<file path="src/rtl/serial_paralelo_pkg.sv">
// Shared definitions for the serial-to-parallel deserializer.
// State encoding and the default 8b/10b-style comma symbol.
package serial_paralelo_pkg;

    typedef enum logic [1:0] {
        ST_HUNT   = 2'd0,
        ST_SYNC   = 2'd1,
        ST_LOCKED = 2'd2
    } state_t;

    localparam logic [7:0] K28_5 = 8'hBC;

endpackage

</file>
<file path="src/rtl/sp_comma_detect.sv">
// Serial shift register with comma match.
// Bits enter at the LSB, so the first bit received ends up as the MSB.
module sp_comma_detect
    import serial_paralelo_pkg::*;
#(
    parameter int               WIDTH = 8,
    parameter logic [WIDTH-1:0] COMMA = WIDTH'(K28_5)
) (
    input  logic             i_clk,
    input  logic             i_rst_n,
    input  logic             i_data,
    output logic [WIDTH-1:0] o_sr,
    output logic             o_is_comma
);

    logic [WIDTH-1:0] r_sr;

    // Shift one serial bit in per clock, MSB first.
    always_ff @(posedge i_clk or negedge i_rst_n) begin
        if (!i_rst_n) begin
            r_sr <= '0;
        end else begin
            r_sr <= {r_sr[WIDTH-2:0], i_data};
        end
    end

    assign o_sr       = r_sr;
    assign o_is_comma = (r_sr == COMMA);

endmodule

</file>
<file path="src/rtl/serial_paralelo_sync.sv">
// Deserializer with comma hunt, lock tracking and word delivery.
// Word timing comes from a phase counter on the bit clock only.
module serial_paralelo_sync
    import serial_paralelo_pkg::*;
#(
    parameter int               WIDTH      = 8,
    parameter logic [WIDTH-1:0] COMMA      = WIDTH'(K28_5),
    parameter int               LOCK_COUNT = 4,
    parameter int               LOSS_COUNT = 3
) (
    input  logic             clk_32f,
    input  logic             reset,
    input  logic             data_in,
    output logic             active,
    output logic             valid_out,
    output logic [WIDTH-1:0] data_out,
    output logic             comma_out,
    output logic             align_err
);

    localparam int PW = $clog2(WIDTH);
    localparam int CW = $clog2(LOCK_COUNT + 1);
    localparam int MW = $clog2(LOSS_COUNT + 1);

    localparam logic [PW-1:0] PH_LAST  = PW'(WIDTH - 1);
    localparam logic [CW-1:0] CNT_LAST = CW'(LOCK_COUNT - 1);
    localparam logic [MW-1:0] MISS_LAST = MW'(LOSS_COUNT - 1);

    logic [WIDTH-1:0] w_sr;
    logic             w_is_comma;
    logic             w_boundary;
    logic [PW-1:0]    w_ph_next;

    state_t           r_state;
    logic [PW-1:0]    r_ph;
    logic [CW-1:0]    r_comma_cnt;
    logic [MW-1:0]    r_miss_cnt;
    logic             r_active;
    logic             r_valid;
    logic [WIDTH-1:0] r_data;
    logic             r_comma;
    logic             r_err;

    sp_comma_detect #(
        .WIDTH (WIDTH),
        .COMMA (COMMA)
    ) u_detect (
        .i_clk      (clk_32f),
        .i_rst_n    (reset),
        .i_data     (data_in),
        .o_sr       (w_sr),
        .o_is_comma (w_is_comma)
    );

    assign w_boundary = (r_ph == PH_LAST);
    assign w_ph_next  = w_boundary ? '0 : r_ph + PW'(1);

    // Alignment FSM: hunt any offset, confirm commas, then deliver words.
    always_ff @(posedge clk_32f or negedge reset) begin
        if (!reset) begin
            r_state     <= ST_HUNT;
            r_ph        <= '0;
            r_comma_cnt <= '0;
            r_miss_cnt  <= '0;
            r_active    <= 1'b0;
            r_valid     <= 1'b0;
            r_data      <= '0;
            r_comma     <= 1'b0;
            r_err       <= 1'b0;
        end else begin
            r_valid <= 1'b0;
            r_comma <= 1'b0;
            r_err   <= 1'b0;
            r_ph    <= w_ph_next;
            unique case (r_state)
                ST_HUNT: begin
                    if (w_is_comma) begin
                        r_ph        <= '0;
                        r_comma_cnt <= CW'(1);
                        r_miss_cnt  <= '0;
                        if (LOCK_COUNT == 1) begin
                            r_state  <= ST_LOCKED;
                            r_active <= 1'b1;
                        end else begin
                            r_state <= ST_SYNC;
                        end
                    end
                end
                ST_SYNC: begin
                    if (w_boundary) begin
                        if (!w_is_comma) begin
                            r_state     <= ST_HUNT;
                            r_comma_cnt <= '0;
                        end else if (r_comma_cnt == CNT_LAST) begin
                            r_comma_cnt <= r_comma_cnt + CW'(1);
                            r_state     <= ST_LOCKED;
                            r_active    <= 1'b1;
                        end else begin
                            r_comma_cnt <= r_comma_cnt + CW'(1);
                        end
                    end
                end
                ST_LOCKED: begin
                    if (w_boundary) begin
                        if (w_is_comma) begin
                            r_comma    <= 1'b1;
                            r_miss_cnt <= '0;
                        end else begin
                            r_data  <= w_sr;
                            r_valid <= 1'b1;
                        end
                    end else if (w_is_comma) begin
                        if (r_miss_cnt == MISS_LAST) begin
                            r_state     <= ST_HUNT;
                            r_active    <= 1'b0;
                            r_err       <= 1'b1;
                            r_comma_cnt <= '0;
                            r_miss_cnt  <= '0;
                        end else begin
                            r_miss_cnt <= r_miss_cnt + MW'(1);
                        end
                    end
                end
                default: begin
                    r_state <= ST_HUNT;
                end
            endcase
        end
    end

    assign active    = r_active;
    assign valid_out = r_valid;
    assign data_out  = r_data;
    assign comma_out = r_comma;
    assign align_err = r_err;

endmodule

</file>
<file path="config.mk">
export PLATFORM = sky130hd
export DESIGN_NAME = serial_paralelo_sync
export DESIGN_NICKNAME = d
export VERILOG_FILES = /design/src/rtl/serial_paralelo_pkg.sv /design/src/rtl/sp_comma_detect.sv /design/src/rtl/serial_paralelo_sync.sv
export SDC_FILE = /design/constraint.sdc
export NUM_CORES = 1
export LEC_CHECK = 0
export CAP_MARGIN = 20
export CORE_UTILIZATION = 54
export DETAILED_ROUTE_END_ITERATION = 10
export PLACE_DENSITY = 0.88
export RECOVER_POWER = 50
export SLEW_MARGIN = 40
export SYNTH_ARGS = -nofsm -noshare
export SYNTH_HDL_FRONTEND = slang
export SYNTH_HIERARCHICAL = 1
export SYNTH_SLANG_ARGS = --single-unit
</file>
<file path="constraint.sdc">
create_clock -name clk_32f -period 2.23 [get_ports clk_32f]
set_clock_uncertainty 0.15 [all_clocks]
set_input_delay 0.5575 -clock clk_32f [delete_from_list [all_inputs] [get_ports clk_32f]]
set_output_delay 0.5575 -clock clk_32f [all_outputs]
set_load 0.02 [all_outputs]
</file>
## Word level (Yosys, flattened, before mapping)

Index checks and enable logic that the tools add are counted.
Widths: inputs -> output; s select.

| word-level totals | value |
|---|---|
| bits in registers | 30 |
| input bits | 3 |
| output and inout port bits | 12 |
| logic and storage cells | 78 |

| operators by class | value |
|---|---|
| add/sub/neg operators | 3 |
| equal/unequal tests | 15 |
| mux-type cells | 40 |
| bitwise gates (word level) | 1 |
| reduce and logical (&&, ||, !) cells | 9 |

Operator list:

| operator | count |
|---|---|
| $mux 3 | 9 |
| $mux 2 | 11 |
| $mux 1 | 16 |
| $ne 2x2->1 const B | 7 |
| $reduce_and 6->1 | 2 |
| $pmux 3 s3 | 1 |
| $eq 8x8->1 const B | 1 |
| $reduce_and 7->1 | 1 |
| $add 3x1->3 const B | 2 |
| $ne 3x3->1 const B | 2 |
| $pmux 2 s3 | 1 |
| $eq 2x2->1 const B | 2 |
| $pmux 2 s2 | 1 |
| $reduce_bool 2->1 | 2 |
| $eq 3x2->1 const B | 1 |
| $eq 3x3->1 const B | 1 |
| $reduce_and 3->1 | 1 |
| $reduce_bool 3->1 | 1 |
| $add 2x1->2 const B | 1 |
| $eq 2x1->1 const B | 1 |
| $logic_not 2->1 | 1 |
| $pmux 1 s2 | 1 |
| $reduce_and 2->1 | 1 |
| $not 1->1 | 1 |

## Logic depth before layout (Yosys ltp)

| depth | value |
|---|---|
| depth in word-level cells | 5 |
| depth in mapped cells | 7 |
| gate-level depth less buffers | 6 |

## By module

The synthesis kept the hierarchy.

By module, submodules not included:

| module | instances | cells an instance | area an instance (sq um) | seq. area each (sq um) |
|---|---|---|---|---|
| serial_paralelo_sync | 1 | 80 | 1094.8 | 550.5 |
| sp_comma_detect | 1 | 11 | 225.2 | 200.2 |

## Worst setup path after synthesis

No wires, ideal clock.

| path | value |
|---|---|
| kind | register -> register |
| start | register u_detect.r_sr[6] (netlist: u_detect/o_sr[6]) |
| end | register r_state[0] |
| library setup time | 0.125 ns |
| arrival | 1.593 ns |
| required time | 1.955 ns |
| setup slack | 0.362 ns |
| stages on the path, launching flop included | 7 |
| path buffers | 1 |
| period minus slack after synthesis | 1.868 ns |
| cells stage by stage | dfrtp_1 > nand4b_1 > nor4_2 > buf_6 > nand2_2 > o2111a_2 > mux2_4 |

| on the way | value |
|---|---|
| word-level cells in the longest chain between the ends | 4 |
| elaborated cells between the ends (all ways) | 8 |
| classes of those cells | 4 x eq/ne; 3 x mux; 1 x reduce/logical |

RTL lines:

| item | RTL line | text |
|---|---|---|
| start: declaration | sp_comma_detect.sv:16 | `logic [WIDTH-1:0] r_sr;` |
| start signal: assignment | sp_comma_detect.sv:23 | `r_sr <= {r_sr[WIDTH-2:0], i_data};` |
| $eq 8x8->1 (*) | sp_comma_detect.sv:28 | `assign o_is_comma = (r_sr == COMMA);` |
| net w_is_comma | serial_paralelo_sync.sv:30 | `logic w_is_comma;` |
| $mux 2 | serial_paralelo_sync.sv:91 | `if (!w_is_comma) begin` |
| $mux 2 | serial_paralelo_sync.sv:90 | `if (w_boundary) begin` |
| $pmux 2 s3 | serial_paralelo_sync.sv:75 | `unique case (r_state)` |
| end signal: assignment | serial_paralelo_sync.sv:82 | `r_state <= ST_LOCKED;` |
| end signal: assignment | serial_paralelo_sync.sv:92 | `r_state <= ST_HUNT;` |
| end signal: assignment | serial_paralelo_sync.sv:96 | `r_state <= ST_LOCKED;` |
| end: declaration | serial_paralelo_sync.sv:34 | `state_t r_state;` |

Mark *: on every way through the listed nets, which the timed path passes. The rest lies on a longest branch. The select of a mux whose other input is x is not followed.
A chain may end at the register's enable or synchronous reset.

## Worst setup path after layout

| path | value |
|---|---|
| start | register r_data[0] (netlist: data_out[0]) |
| end | output port data_out[0] |

RTL lines:

| item | RTL line | text |
|---|---|---|
| start: declaration | serial_paralelo_sync.sv:40 | `logic [WIDTH-1:0] r_data;` |
| start signal: assignment | serial_paralelo_sync.sv:109 | `r_data <= w_sr;` |
| end: declaration | serial_paralelo_sync.sv:16 | `output logic [WIDTH-1:0] data_out,` |

No word-level cell between the ends.

==> metrics.txt <==
die height=51.4 um; post_cts resized=0; Required @ worst endpoint=1.52 ns; Max Clk Rate=492 MHz; R2R Path Start=u_detect/o_sr[6]$_DFF_PN0_; Post-Route WL=2230 um; count of cell types in the netlist=27; global routing usage on met3=8.93%; cts hold-fix bufs=0; hold path cells=0; Worst setup EP type=primary output; Max Transition Viols Final=0; cells after synthesis=91; commonest non-fill, non-tap cells in the layout=30 x dfrtp_1, 12 x clkdlybuf4s50_1, 10 x mux2_4; max-cap viol count=0; fillers=165; Post-CTS Setup Bufs=0; Net Sw Power=0.416 mW; Clk Latency, worst-skew pair=0.33 ns; largest net degree at the start of global routing=31; CTS tree=done; Internal=0.932 mW; # port buffers=14; grt peak-use layer=met2; cell row count=17; largest family of logic cells by synthesized area=multiplexers; simple logic cell fraction of the synthesized area=9.00%; Placed Cells=132; CP max stage cell=clkdlybuf4s50_1; worst vdd ir=0.704 mV; Worst-Margin Slew=0.718 ns; drt via density=5.39; Hold Path Class=flop to flop; antenna cells=0; wire per inst=15.9 um; XOR/XNOR share of the synthesized area=0%; Clock power frac=25.4%; leading cell type in the layout, fill and taps excluded=dfrtp_1; met1 Use GR=26.8%; CP Buf/Inv Count=1; CTS Buf Count=5; sequential fraction of the synthesis area=56.9%; CP Cell Sequence=clkdlybuf4s50_1; Yosys reg bits=30; crit-path max FO=2; grt met2 use=29.4%; switching fraction of total power=30.9%; DIE AREA=2650 um2; setup tns final=0 ns; mux contribution to synthesized area=14.5%; CP Class=flop to primary output; CP max stage delay=0.61 ns; Sink Count=30; Comb pwr share=26.9%; Worst Hold Launch=u_detect/o_sr[6]$_DFF_PN0_; Largest delay share family, worst path=buffers and inverters; Fin. Hold Viols=0; Top FF cell, synth=dfrtp_1; layout overhead on the synthesized area=16.5%; Horiz. Die Dim=51.4 um; share of synthesized flip-flops with an asynchronous set or reset=100%; Flop pwr share=47.7%; global-route wire length before repair=3640 um; FF/Latch Area=751 um2; WHS Endpoint=u_detect/o_sr[7]$_DFF_PN0_; layout cells sized above 1=25.9%; GRT Util Overall=21.0%; Tmin final=2.03 ns; reg2reg end=data_out[0]$_DFFE_PN0P_; Cell Area, Synth=1320 um2; Synth Area in Adders=8.53%; vias in the first global route=753; Starting Density=58.5%; footprint of the multi-input gates=513 um2; Final Cycle Share=91.1%; Arrival @ worst endpoint=1.32 ns; initial antenna violation count=0; I/O Pins=15; core area=2250 um2; status=finished clean; Layout Cells excl Fill=140; Pre-antenna DRT Iters=4; yosys synthesis warning count=6; drc violations=0; endpoints failing setup=0; RSZ-0062 raised after global routing=no; R2R cell count=5; DR vias=755; syn_area_per_cell=14.5 um2; Post-synth EDFFs=0; Post-Syn Nets=103; ANT nets after route=0; CP Launch Type=flop; Pleak=0.746 nW; aggregate global routing overflow=0; HPWL Detailed=1570 um; H-tree levels=2; CTS root buf=clkbuf_4; PD cells=877 nW/um2; Synth Area in Compound Gates=6.82%; Max Root-Sink Buffers=2; Max-slew headroom=52.1%; gpl congestion=0.767; Worst path depth=1; final net count=123; DR iter-0 viols=13; R2R setup slack=0.20 ns; clock transition at the registers of the reported paths=0.10 ns
-- layout make-up --
type	count	area share [%]
tap	28	2.28
clock buffer	6	3.34
clock inverter	2	0.814
inverter	6	1.46
sequential	30	48.8
timing repair buffer	16	9.93
multi-input combinational	52	33.4
-- synth_stat cells, drive strengths merged, types with 2 or more instances --
| library cell | number | area, um2 |
|---|---|---|
| a21boi | 2 | 15.0 |
| mux2 | 11 | 161 |
| nor3 | 2 | 10.0 |
| dfrtp | 30 | 751 |
| a21oi | 2 | 10.0 |
| nand2b | 2 | 12.5 |
| nand2 | 4 | 20.0 |
| inv | 6 | 22.5 |
| buf | 3 | 33.8 |
| ha | 9 | 113 |
| mux2i | 3 | 30.0 |
| nand4b | 2 | 17.5 |
| o21ai | 3 | 15.0 |
-- per-layer routing --
metal | up-vias | part of all wire (%) | wire length, um
met5 | - | 0 | 0
met4 | 0 | 2.7 | 59
met3 | 5 | 5.1 | 113
met2 | 20 | 46 | 1020
met1 | 372 | 46 | 1030
li1 | 358 | - | -
-- registers in the layout, indices dropped and copies added (netlist names), 2 cells and up --
register	cells
u_detect/o_sr	8
r_state	2
r_comma_cnt	3
r_ph	3
r_miss_cnt	2
data_out	8
-- through the flow --
step | total power, mW | util (%) | hold slack (ns) | area (um2) | setup slack (ns)
2_1_floorplan | 0.912 | - | 0.112 | 1320 | 0.362
3_5_place_dp | 1.01 | 65.5 | 0.244 | 1480 | 0.206
3_3_place_gp | 0.989 | 65.5 | 0.219 | 1480 | 0.281
5_1_grt | 1.43 | 68.2 | 0.269 | 1540 | 0.126
6_report | 1.35 | 68.2 | 0.255 | 1540 | 0.199
4_1_cts | 1.36 | 68.3 | 0.260 | 1540 | 0.168
-- power by group through the flow --
| stage | Sequential, mW | Clock (mW) | Combinational (mW) |
|---|---|---|---|
| after global routing | 0.650 | 0.380 | 0.402 |
| after global placement | 0.647 | 0 | 0.343 |
| after CTS | 0.644 | 0.357 | 0.359 |
| after floorplan | 0.651 | 0 | 0.261 |
| after detailed placement | 0.653 | 0 | 0.355 |
| final | 0.643 | 0.342 | 0.363 |
-- worst max path at each step --
stage                                   end                        from  slack (ns)
global placement    data_out[6]$_DFFE_PN0P_      r_state[0]$_DFFE_PN0P_        0.28
finish                          data_out[0]     data_out[0]$_DFFE_PN0P_        0.20
global route        data_out[5]$_DFFE_PN0P_  u_detect/o_sr[6]$_DFF_PN0_        0.13
detailed placement  data_out[0]$_DFFE_PN0P_  u_detect/o_sr[6]$_DFF_PN0_        0.21
CTS                             data_out[0]     data_out[0]$_DFFE_PN0P_        0.17
floorplan            r_state[0]$_DFFE_PN0P_  u_detect/o_sr[6]$_DFF_PN0_        0.36
-- logic make-up (layout without fill, tap and decap cells) --
logic type / after synthesis / in the layout
AND/OR/NAND/NOR: 17 / 17
flip-flops: 30 / 30
adder cells (fa/ha/maj): 9 / 9
buffers and inverters: 9 / 30
multiplexers: 14 / 14
AO/OA/AOI/OAI: 12 / 12
No activity file was read; power rests on OpenSTA's default activity.
